`src/rtl/alu_pkg.sv`:
```
// Shared definitions for the sequential ALU: opcodes, FSM state encoding and
// the shift-amount width helper.
package alu_pkg;

  localparam logic [3:0] OP_ADD   = 4'd0;
  localparam logic [3:0] OP_SUB   = 4'd1;
  localparam logic [3:0] OP_AND   = 4'd2;
  localparam logic [3:0] OP_OR    = 4'd3;
  localparam logic [3:0] OP_XOR   = 4'd4;
  localparam logic [3:0] OP_SHL   = 4'd5;
  localparam logic [3:0] OP_SHR   = 4'd6;
  localparam logic [3:0] OP_SLT   = 4'd7;
  localparam logic [3:0] OP_SRA   = 4'd8;
  localparam logic [3:0] OP_ADC   = 4'd9;
  localparam logic [3:0] OP_SBB   = 4'd10;
  localparam logic [3:0] OP_SLTU  = 4'd11;
  localparam logic [3:0] OP_MUL   = 4'd12;
  localparam logic [3:0] OP_MULHU = 4'd13;

  typedef enum logic {
    ST_IDLE = 1'b0,
    ST_MUL  = 1'b1
  } state_e;

  function automatic int sw_of(input int width);
    return (width < 2) ? 1 : $clog2(width);
  endfunction

endpackage

```
`src/rtl/alu_mul_iter.sv`:
```
// Iterative shift-add multiplier: one multiplier bit per cycle; done is high
// during the final iteration and product already includes that last step.
module alu_mul_iter #(
  parameter int WIDTH = 8
) (
  input  logic               clk,
  input  logic               rst_n,
  input  logic               start,
  input  logic [WIDTH-1:0]   a,
  input  logic [WIDTH-1:0]   b,
  output logic               done,
  output logic [2*WIDTH-1:0] product
);

  localparam int CW = $clog2(WIDTH + 1);

  logic               busy_q, busy_d;
  logic [CW-1:0]      cnt_q, cnt_d;
  logic [2*WIDTH-1:0] mcand_q, mcand_d;
  logic [2*WIDTH-1:0] acc_q, acc_d;
  logic [2*WIDTH-1:0] acc_next;
  logic [WIDTH-1:0]   mplier_q, mplier_d;

  assign acc_next = acc_q + (mplier_q[0] ? mcand_q : '0);
  assign done     = busy_q && (cnt_q == CW'(1));
  assign product  = acc_next;

  always_comb begin
    busy_d   = busy_q;
    cnt_d    = cnt_q;
    mcand_d  = mcand_q;
    acc_d    = acc_q;
    mplier_d = mplier_q;
    if (start) begin
      busy_d   = 1'b1;
      cnt_d    = CW'(WIDTH);
      mcand_d  = {{WIDTH{1'b0}}, a};
      acc_d    = '0;
      mplier_d = b;
    end else if (busy_q) begin
      acc_d    = acc_next;
      mcand_d  = mcand_q << 1;
      mplier_d = mplier_q >> 1;
      cnt_d    = cnt_q - CW'(1);
      if (done) busy_d = 1'b0;
    end
  end

  always_ff @(posedge clk or negedge rst_n) begin
    if (!rst_n) begin
      busy_q   <= 1'b0;
      cnt_q    <= '0;
      mcand_q  <= '0;
      acc_q    <= '0;
      mplier_q <= '0;
    end else begin
      busy_q   <= busy_d;
      cnt_q    <= cnt_d;
      mcand_q  <= mcand_d;
      acc_q    <= acc_d;
      mplier_q <= mplier_d;
    end
  end

endmodule

```
`src/rtl/alu_seq.sv`:
```
// Handshaked sequential ALU with a persistent carry for ADC/SBB chains and an
// optional iterative multiplier. Both sides use valid/ready: a beat transfers
// on a rising edge where valid and ready are both high.
module alu_seq
  import alu_pkg::*;
#(
  parameter int WIDTH  = 8,
  parameter bit MUL_EN = 1'b1
) (
  input  logic             clk,
  input  logic             rst_n,
  input  logic             in_valid,
  output logic             in_ready,
  input  logic [WIDTH-1:0] a,
  input  logic [WIDTH-1:0] b,
  input  logic [3:0]       op,
  output logic             out_valid,
  input  logic             out_ready,
  output logic [WIDTH-1:0] result,
  output logic             zero,
  output logic             negative,
  output logic             carry,
  output logic             overflow,
  output state_e           dbg_state
);

  localparam int SW = sw_of(WIDTH);

  state_e             state_q, state_d;
  logic               c_q, c_d;
  logic               out_valid_q, out_valid_d;
  logic [WIDTH-1:0]   result_q, result_d;
  logic               zero_q, zero_d, neg_q, neg_d, ovf_q, ovf_d;
  logic               mul_hi_q, mul_hi_d;
  logic               mul_start, mul_done;
  logic [2*WIDTH-1:0] mul_prod;

  logic               is_mul, accept, cin, sh_big;
  logic [SW-1:0]      shamt;
  logic [WIDTH:0]     add_s, sub_s, add_x, sub_x;
  logic [WIDTH-1:0]   alu_res, mul_res;
  logic               alu_c, alu_ovf;

  assign in_ready  = (state_q == ST_IDLE) && (!out_valid_q || out_ready);
  assign accept    = in_valid && in_ready;
  assign is_mul    = MUL_EN && ((op == OP_MUL) || (op == OP_MULHU));
  assign cin       = ((op == OP_ADC) || (op == OP_SBB)) && c_q;
  assign shamt     = b[SW-1:0];
  assign sh_big    = (int'(shamt) >= WIDTH);

  // Unsigned forms give carry/borrow in the top bit; sign-extended forms give
  // overflow as a disagreement between the top two bits.
  assign add_s = {1'b0, a} + {1'b0, b} + (WIDTH+1)'(cin);
  assign sub_s = {1'b0, a} - {1'b0, b} - (WIDTH+1)'(cin);
  assign add_x = {a[WIDTH-1], a} + {b[WIDTH-1], b} + (WIDTH+1)'(cin);
  assign sub_x = {a[WIDTH-1], a} - {b[WIDTH-1], b} - (WIDTH+1)'(cin);

  always_comb begin
    alu_res = '0;
    alu_c   = c_q;
    alu_ovf = 1'b0;
    case (op)
      OP_ADD, OP_ADC: begin
        alu_res = add_s[WIDTH-1:0];
        alu_c   = add_s[WIDTH];
        alu_ovf = add_x[WIDTH] ^ add_x[WIDTH-1];
      end
      OP_SUB, OP_SBB: begin
        alu_res = sub_s[WIDTH-1:0];
        alu_c   = sub_s[WIDTH];
        alu_ovf = sub_x[WIDTH] ^ sub_x[WIDTH-1];
      end
      OP_AND:  alu_res = a & b;
      OP_OR:   alu_res = a | b;
      OP_XOR:  alu_res = a ^ b;
      OP_SHL:  alu_res = sh_big ? '0 : (a << shamt);
      OP_SHR:  alu_res = sh_big ? '0 : (a >> shamt);
      OP_SRA:  alu_res = sh_big ? {WIDTH{a[WIDTH-1]}} : WIDTH'($signed(a) >>> shamt);
      OP_SLT:  alu_res = {{(WIDTH-1){1'b0}}, ($signed(a) < $signed(b))};
      OP_SLTU: alu_res = {{(WIDTH-1){1'b0}}, (a < b)};
      default: alu_res = '0;
    endcase
  end

  generate
    if (MUL_EN) begin : g_mul
      alu_mul_iter #(.WIDTH(WIDTH)) u_mul (
        .clk     (clk),
        .rst_n   (rst_n),
        .start   (mul_start),
        .a       (a),
        .b       (b),
        .done    (mul_done),
        .product (mul_prod)
      );
    end else begin : g_no_mul
      assign mul_done = 1'b0;
      assign mul_prod = '0;
    end
  endgenerate

  assign mul_res = mul_hi_q ? mul_prod[2*WIDTH-1:WIDTH] : mul_prod[WIDTH-1:0];

  always_comb begin
    state_d     = state_q;
    c_d         = c_q;
    out_valid_d = out_valid_q && !out_ready;
    result_d    = result_q;
    zero_d      = zero_q;
    neg_d       = neg_q;
    ovf_d       = ovf_q;
    mul_hi_d    = mul_hi_q;
    mul_start   = 1'b0;
    case (state_q)
      ST_IDLE: begin
        if (accept) begin
          if (is_mul) begin
            mul_start = 1'b1;
            mul_hi_d  = (op == OP_MULHU);
            state_d   = ST_MUL;
          end else begin
            out_valid_d = 1'b1;
            result_d    = alu_res;
            zero_d      = (alu_res == '0);
            neg_d       = alu_res[WIDTH-1];
            ovf_d       = alu_ovf;
            c_d         = alu_c;
          end
        end
      end
      ST_MUL: begin
        if (mul_done) begin
          out_valid_d = 1'b1;
          result_d    = mul_res;
          zero_d      = (mul_res == '0);
          neg_d       = mul_res[WIDTH-1];
          ovf_d       = 1'b0;
          state_d     = ST_IDLE;
        end
      end
      default: state_d = ST_IDLE;
    endcase
  end

  always_ff @(posedge clk or negedge rst_n) begin
    if (!rst_n) begin
      state_q     <= ST_IDLE;
      c_q         <= 1'b0;
      out_valid_q <= 1'b0;
      result_q    <= '0;
      zero_q      <= 1'b0;
      neg_q       <= 1'b0;
      ovf_q       <= 1'b0;
      mul_hi_q    <= 1'b0;
    end else begin
      state_q     <= state_d;
      c_q         <= c_d;
      out_valid_q <= out_valid_d;
      result_q    <= result_d;
      zero_q      <= zero_d;
      neg_q       <= neg_d;
      ovf_q       <= ovf_d;
      mul_hi_q    <= mul_hi_d;
    end
  end

  assign out_valid = out_valid_q;
  assign result    = result_q;
  assign zero      = zero_q;
  assign negative  = neg_q;
  assign carry     = c_q;
  assign overflow  = ovf_q;
  assign dbg_state = state_q;

endmodule
```
`config.mk`:
```
export PLATFORM = sky130hd
export DESIGN_NAME = alu_seq
export DESIGN_NICKNAME = d
export VERILOG_FILES = /design/src/rtl/alu_pkg.sv /design/src/rtl/alu_mul_iter.sv /design/src/rtl/alu_seq.sv
export SDC_FILE = /design/constraint.sdc
export NUM_CORES = 1
export LEC_CHECK = 0
export CAP_MARGIN = 20
export CORE_MARGIN = 2
export CORE_UTILIZATION = 25
export DETAILED_ROUTE_END_ITERATION = 16
export DONT_BUFFER_PORTS = 1
export PLACE_DENSITY = 0.49
export SLEW_MARGIN = 10
export SYNTH_ARGS = -nofsm -noshare
export SYNTH_HDL_FRONTEND = slang
export SYNTH_HIERARCHICAL = 1
export SYNTH_SLANG_ARGS = --single-unit
export TNS_END_PERCENT = 1
```
`constraint.sdc`:
```
create_clock -name clk -period 2.9 [get_ports clk]
set_input_delay 0.87 -clock clk [delete_from_list [all_inputs] [get_ports clk]]
set_output_delay 0.87 -clock clk [all_outputs]
set_load 0.01 [all_outputs]
```
==> results of run 1 <==
## critical path, cell delays in order
cell                      delay (ns)
sky130_fd_sc_hd__xor2_4         0.15
sky130_fd_sc_hd__nand3_2        0.11
sky130_fd_sc_hd__fa_2           0.43
sky130_fd_sc_hd__fa_2           0.41
sky130_fd_sc_hd__o21a_1         0.21
sky130_fd_sc_hd__o221a_4        0.23
sky130_fd_sc_hd__a21o_1         0.15
sky130_fd_sc_hd__a21o_1         0.19
sky130_fd_sc_hd__xor2_1         0.16
sky130_fd_sc_hd__xnor2_1        0.13
sky130_fd_sc_hd__o31ai_1        0.23
## registers in the layout, summed over array words and instances (netlist names)
signal,cells
out_valid,1
result,8
g_mul.u_mul/busy_q,1
g_mul.u_mul/acc_q,16
g_mul.u_mul/mplier_q,8
g_mul.u_mul/cnt_q,4
dbg_state,1
overflow,1
mul_hi_q,1
zero,1
g_mul.u_mul/mcand_q,16
carry,1
## logic make-up after synthesis
family	after synthesis
and+or+nand+nor	222
muxes	51
DFF	59
adders and majority gates	61
xor gates and xnor gates	29
buffers and inverters	79
AOI/OAI and AO/OA	188
## cell usage after synthesis (all sizes together) (4+ instances only)
master	number	area, um^2
nand2	61	229.0
dfrtp	59	1476
ha	56	700.7
o21ai	51	259.0
nor2	45	168.9
a21oi	42	210.2
mux2i	38	380.4
inv	37	138.9
buf	21	147.6
clkbuf	21	83.83
and2	17	106.4
xnor2	17	148.9
xor2	12	105.1
nand2b	10	62.56
nand3	10	50.05
a21o	9	68.82
nor2b	9	56.30
nor3	9	45.04
a211oi	7	57.55
mux4	7	161.4
nor4b	7	61.31
or3	7	45.05
a211o	6	52.55
mux2	6	71.31
nand3b	6	45.04
o211ai	6	45.04
a2111oi	5	45.04
and3	5	31.28
fa	5	100.1
nand4	5	31.28
o21a	5	37.54
o31ai	5	42.54
a221oi	4	35.03
a22oi	4	30.03
a2bb2oi	4	35.03
a31oi	4	25.02
nor3b	4	30.03
nor4	4	31.28
o22ai	4	25.02
or2	4	25.02
## layout make-up
cell class                      count  area (um^2)
Multi-Input combinational cell    551         4345
Fill cell                        2468        15830
Clock buffer                       11        242.7
Sequential cell                    59         1479
Clock inverter                      5        100.1
Inverter                           37        138.9
Timing Repair Buffer              122        933.4
Tap cell                          319        399.1
## metrics by stage
| step | total power, mW | worst slack [ns] | hold WS, ns |
|---|---|---|---|
| detailed placement | 1.294 | -0.5453 | 0.4907 |
| global route | 2.682 | -0.2183 | 0.2118 |
| global placement | 1.295 | -0.5303 | 0.4868 |
| CTS | 2.574 | -0.08780 | 0.2119 |
| finish | 2.560 | -0.1296 | 0.2295 |
| floorplan | 1.165 | -0.7135 | 0.4551 |
## metal layers
metal	track usage	up-vias	share of wire
met5	0	-	0
met4	0.03990	0	0.013
met3	0.03702	17	0.062
met2	0.2463	106	0.45
met1	0.2144	2668	0.47
li1	-	2697	-
## worst paths after layout
path,endpoint,cells past startpoint
worst max register to register,zero,13
max in group asynchronous,g_mul.u_mul/mplier_q[0],0
worst min register to register,g_mul.u_mul/acc_q[9],2
worst min-delay path,g_mul.u_mul/acc_q[10],0
min in group clk,g_mul.u_mul/acc_q[9],2
worst max-delay path,overflow,11
## power breakdown
part / internal [mW] / switching, mW / total (mW)
sequential: 0.824 / 0.0000000000000000446 / 0.824
combinational: 0.248 / 0.237 / 0.485
clock: 0.860 / 0.391 / 1.25
## what timing repair did
item,CTS,global route
pin swaps,7,18
setup endpoints to repair,11,12
cloned,0,1
hold endpoints to repair,0,0
setup buffers,4,4
resized for setup,23,21
==> flow_results.xml, run 1 <==
<?xml version="1.0" encoding="UTF-8"?>
<metrics>
  <group name="route">
    <metric name="postRouteWirelength" unit="um">19080</metric>
    <metric name="route.detailed.wl_per_inst" unit="um">17.29</metric>
    <metric name="routed_via_density" unit="">4.971</metric>
    <metric name="routed-via-count" unit="">5488</metric>
    <metric name="ant_nets" unit="">0</metric>
    <metric name="dr.first_iter.drc_count" unit="">372</metric>
    <metric name="post-route-drc-count" unit="">0</metric>
    <metric name="drt_first_pass_iters" unit="">5</metric>
  </group>
  <group name="sta">
    <metric name="finClkSkew" unit="ns">0.006575</metric>
    <metric name="setup_viol" unit="">5</metric>
    <metric name="max_clock_freq" unit="MHz">330.1</metric>
    <metric name="min_period_over_period" unit="">1.045</metric>
    <metric name="timing_max_transition_violations_final" unit="">0</metric>
    <metric name="worst-slew-pin-transition" unit="ns">0.7378</metric>
    <metric name="rsz0062_at_grt" unit="">yes</metric>
    <metric name="final-hold-violation-count" unit="">0</metric>
    <metric name="final.min_clock_period" unit="ns">3.030</metric>
    <metric name="total_negative_slack" unit="ns">-0.2934</metric>
    <metric name="timing.max_slew.rel_slack" unit="">0.5014</metric>
    <metric name="post-route-worst-setup-slack" unit="ns">-0.1296</metric>
  </group>
  <group name="cells_and_area">
    <metric name="final_cell_mix" unit="">sky130_fd_sc_hd__buf_4, sky130_fd_sc_hd__nand2_1, sky130_fd_sc_hd__dfrtp_1</metric>
    <metric name="final_layout_size_suffix_gt1_frac" unit="">0.2599</metric>
    <metric name="layout.core_utilization" unit="">0.3254</metric>
    <metric name="final_common_cell" unit="">sky130_fd_sc_hd__buf_4</metric>
    <metric name="final_net_count" unit="">865</metric>
    <metric name="fin_cells" unit="">1104</metric>
    <metric name="stdcell_area" unit="mm^2">0.007639</metric>
    <metric name="area_growth_syn_to_layout" unit="%">27.72</metric>
    <metric name="diodes" unit="">0</metric>
  </group>
  <group name="yosys">
    <metric name="library_cells_used_by_synthesis" unit="">84</metric>
    <metric name="synth_edf_count" unit="">0</metric>
    <metric name="synthXorXnorAreaFrac" unit="">0.04247</metric>
    <metric name="post_synth_inst_count" unit="">689</metric>
    <metric name="share_of_the_synthesized_area_in_compound_gates_ao_oa_aoi_oai" unit="">0.2111</metric>
    <metric name="synth_fa_ha_area_frac" unit="">0.1339</metric>
    <metric name="ys_async_sr_fraction" unit="">1.000</metric>
    <metric name="synthesis.area" unit="mm^2">0.005981</metric>
    <metric name="synth_fp_nets" unit="">774</metric>
    <metric name="ys.flop_type" unit="">sky130_fd_sc_hd__dfrtp_1</metric>
    <metric name="synth_top_family_by_area" unit="">compound AO/OA/AOI/OAI gates</metric>
    <metric name="post_synth_mux_area_share" unit="">0.1025</metric>
    <metric name="synth.ff_latch_count" unit="">59</metric>
    <metric name="synth_simple_gate_area_share" unit="">0.2013</metric>
    <metric name="synth.yosys.seq_area_share" unit="">0.2469</metric>
    <metric name="post_synth.cell_area_avg" unit="um^2">8.680</metric>
    <metric name="synth-warning-count" unit="">6</metric>
  </group>
  <group name="critical_path">
    <metric name="timing_worst_setup_path_type" unit="">in -&gt; reg</metric>
    <metric name="worst_ep_required_time" unit="ns">3.14</metric>
    <metric name="critical_path.reg2reg.startpoint" unit="">g_mul.u_mul/mplier_q[0]</metric>
    <metric name="timing.reg2reg.setup_slack" unit="ns">-0.02</metric>
    <metric name="critical_path_arrival" unit="ns">3.27</metric>
    <metric name="setup.worst_path.start_class" unit="">primary input</metric>
    <metric name="timing.critical_path.fanout_max" unit="">28</metric>
    <metric name="startpoint" unit="">op[1]</metric>
    <metric name="cp-end-kind" unit="">register</metric>
  </group>
  <group name="global_routing">
    <metric name="grt_max_degree" unit="">60</metric>
    <metric name="gr-total-overflow" unit="">0</metric>
    <metric name="first_global_vias" unit="">5483</metric>
    <metric name="groute.usage.overall" unit="">0.1563</metric>
    <metric name="antenna_found_initial" unit="">0</metric>
    <metric name="grt_pass1_wl" unit="um">30480</metric>
  </group>
  <group name="placed_design">
    <metric name="placement.cell_area" unit="mm^2">0.007030</metric>
    <metric name="post_dp_hpwl" unit="um">14310</metric>
    <metric name="io_buffers" unit="">0</metric>
    <metric name="dpl.cell_count" unit="">1079</metric>
    <metric name="gpl.final_weighted_congestion" unit="">0.8498</metric>
  </group>
  <group name="pwr">
    <metric name="ir_drop" unit="V">0.0003053</metric>
    <metric name="power.static_leakage" unit="nW">3.189</metric>
    <metric name="power.density" unit="mW/mm^2">335.1</metric>
  </group>
  <group name="clock_network">
    <metric name="htree_num_levels" unit="">3</metric>
    <metric name="cts-root-buf" unit="">sky130_fd_sc_hd__clkbuf_16</metric>
    <metric name="clk_pin_slew_worst_paths" unit="ns">0.05</metric>
    <metric name="cts_tree" unit="">yes</metric>
    <metric name="worstSkewPairLatency" unit="ns">0.33</metric>
    <metric name="ctsLongestPathBuffers" unit="">2</metric>
    <metric name="ctsHoldBuffers" unit="">0</metric>
    <metric name="cts_buffers" unit="">9</metric>
    <metric name="clock_sinks" unit="">59</metric>
  </group>
  <group name="die">
    <metric name="rows" unit="">56</metric>
    <metric name="die_height" unit="um">158.7</metric>
    <metric name="starting_utilization_of_the_core_area" unit="">0.2548</metric>
    <metric name="placeable_core_region" unit="mm^2">0.02347</metric>
    <metric name="die-area" unit="mm^2">0.02518</metric>
    <metric name="io_pins" unit="">39</metric>
    <metric name="die-width" unit="um">158.7</metric>
  </group>
  <group name="run_status">
    <metric name="violations" unit="">setup timing</metric>
    <metric name="result_of_the_run" unit="">finished, violations left</metric>
  </group>
  <group name="job">
    <metric name="timing.max_cap.violations" unit="">0</metric>
  </group>
  <group name="min_path">
    <metric name="timing.hold.worst.class" unit="">in -&gt; async</metric>
  </group>
</metrics>
Note: power is estimated with default switching activity, not from simulation.
==> run 2: changes to the inputs <==
--- a/config.mk
+++ b/config.mk
@@ -10,6 +10,7 @@
 export CORE_UTILIZATION = 25
 export DETAILED_ROUTE_END_ITERATION = 16
 export DONT_BUFFER_PORTS = 1
+export GPL_ROUTABILITY_DRIVEN = 1
 export PLACE_DENSITY = 0.49
 export SLEW_MARGIN = 10
 export SYNTH_ARGS = -nofsm -noshare
==> results of run 2 <==
Same layout as run 1: the final DEF is identical, and so are final timing and power.
==> RTL edit, RTL diff (settings of run 2) <==
Remove the case item `OP_SHL` of the case on `op`.
--- a/src/rtl/alu_seq.sv
+++ b/src/rtl/alu_seq.sv
@@ -73,7 +73,6 @@
       OP_AND:  alu_res = a & b;
       OP_OR:   alu_res = a | b;
       OP_XOR:  alu_res = a ^ b;
-      OP_SHL:  alu_res = sh_big ? '0 : (a << shamt);
       OP_SHR:  alu_res = sh_big ? '0 : (a >> shamt);
       OP_SRA:  alu_res = sh_big ? {WIDTH{a[WIDTH-1]}} : WIDTH'($signed(a) >>> shamt);
       OP_SLT:  alu_res = {{(WIDTH-1){1'b0}}, ($signed(a) < $signed(b))};
Function: changed (Yosys sat finds a counterexample within 4 cycles, from zero or initial values and one cycle with rst_n low).
==> RTL edit against run 2 <==
The run still ends with setup timing left. Critical path depth grew 2. Routed wire length is 12% lower. Worst hold slack lost 0.0045 ns. Synthesized cell count decreased by 4.8%. Final area decreased by 6.9%. Synthesized area shrank 7.1%. Sequential cell count unchanged. Clock skew about the same. Setup slack lost 0.23 ns. Largest cell class unchanged.
Power is not compared: it rests on default switching activity, and its combinational part moved more than twofold at a synthesized area within 25%.
==> RTL edit: results <==
set metrics [dict create \
    cts_root_buf "clkbuf_16" \
    grt_util_met3_pct 3.88 \
    r2r_cells 14 \
    setup_viol 8 \
    yosysSeqAreaShare_pct 26.6 \
    post-place-ws_ns -0.898 \
    r2r_end "zero" \
    power.density_nw_per_um2 865 \
    avgSynthCellArea_um2 8.47 \
    grtUsageTotal_pct 14.7 \
    drtIter0Drc 317 \
    slowest_delay_ns 0.55 \
    cp.arrival_ns 3.51 \
    status "complete, but fails checks" \
    placed_area_um2 6590 \
    route.met3.wl_um 825 \
    drive_above_1_share_pct 24.3 \
    clock_skew_ns 0.00632 \
    htreeDepth 3 \
    place.gp.congestion 0.919 \
    synth_ff_type "dfrtp_1" \
    max_slew_margin_pct 43.0 \
    critPathMaxFanout 26 \
    dp_hpwl_mm 12.8 \
    syn_nets 740 \
    grt_pass1_vias 4991 \
    wire_per_inst_um 16.3 \
    grt_first_pass_wirelength_mm 27.4 \
    ctsLongestPathBuffers 2 \
    seq_area_um2 1480 \
    synth_area_leaders "dfrtp_1 27%, ha_1 12%, mux2i_1 7.7%" \
    synth_common_cells "59 x dfrtp_1, 59 x nor2_1, 56 x nand2_1" \
    fin_ws_ns -0.364 \
    violations "setup timing" \
    cts-resized-gates 13 \
    final_nets 827 \
    grt_util_met2_pct 22.2 \
    r2r_slack_ns -0.07 \
    async_flop_share_pct 100 \
    grt_max_degree 60 \
    met2_length_mm 7.33 \
    irDropWorstVdd_uv 373 \
    viasPerCell 4.84 \
    vias 4971 \
    use_met1_pct 20.8 \
    path_clk_slew_ns 0.06 \
    nFillCells 2319 \
    synth.distinct_cells 73 \
    m1WireLength_mm 8.37 \
    multi_input_area_um2 3940 \
    worst_hold_slack_ns 0.225 \
    setup_tns_ns -1.50 \
]
## RTL edit: kinds of logic (layout without fill, tap and decap cells)
family / Yosys count / after routing / share of synthesized area, %
flops: 59 / 59 / 26.6
simple gates: 224 / 224 / 20.2
mux: 48 / 48 / 9.37
fa+ha+maj: 60 / 60 / 14.2
buf+inv: 77 / 169 / 5.74
compound gates: 157 / 157 / 18.9
xor+xnor: 31 / 31 / 5.02
## RTL edit: how the worst max path moves through the flow
stage                     startpoint    to  cells after the start  slack (ns)
after detailed placement       op[0]  zero                     11       -0.90
after CTS                      op[0]  zero                     13       -0.39
final                          op[0]  zero                     13       -0.36
after global placement         op[0]  zero                     11       -0.72
after global routing           op[0]  zero                     13       -0.52
after floorplan                op[0]  zero                     16       -0.97
## RTL edit: cell type report
class                      instances  area share [%]
tap                              280            4.92
timing repair buffer             114            12.2
clock inverter                     2           0.545
multi-input combinational        520            55.4
inverter                          39            2.06
clock buffer                      14            4.13
sequential                        59            20.8
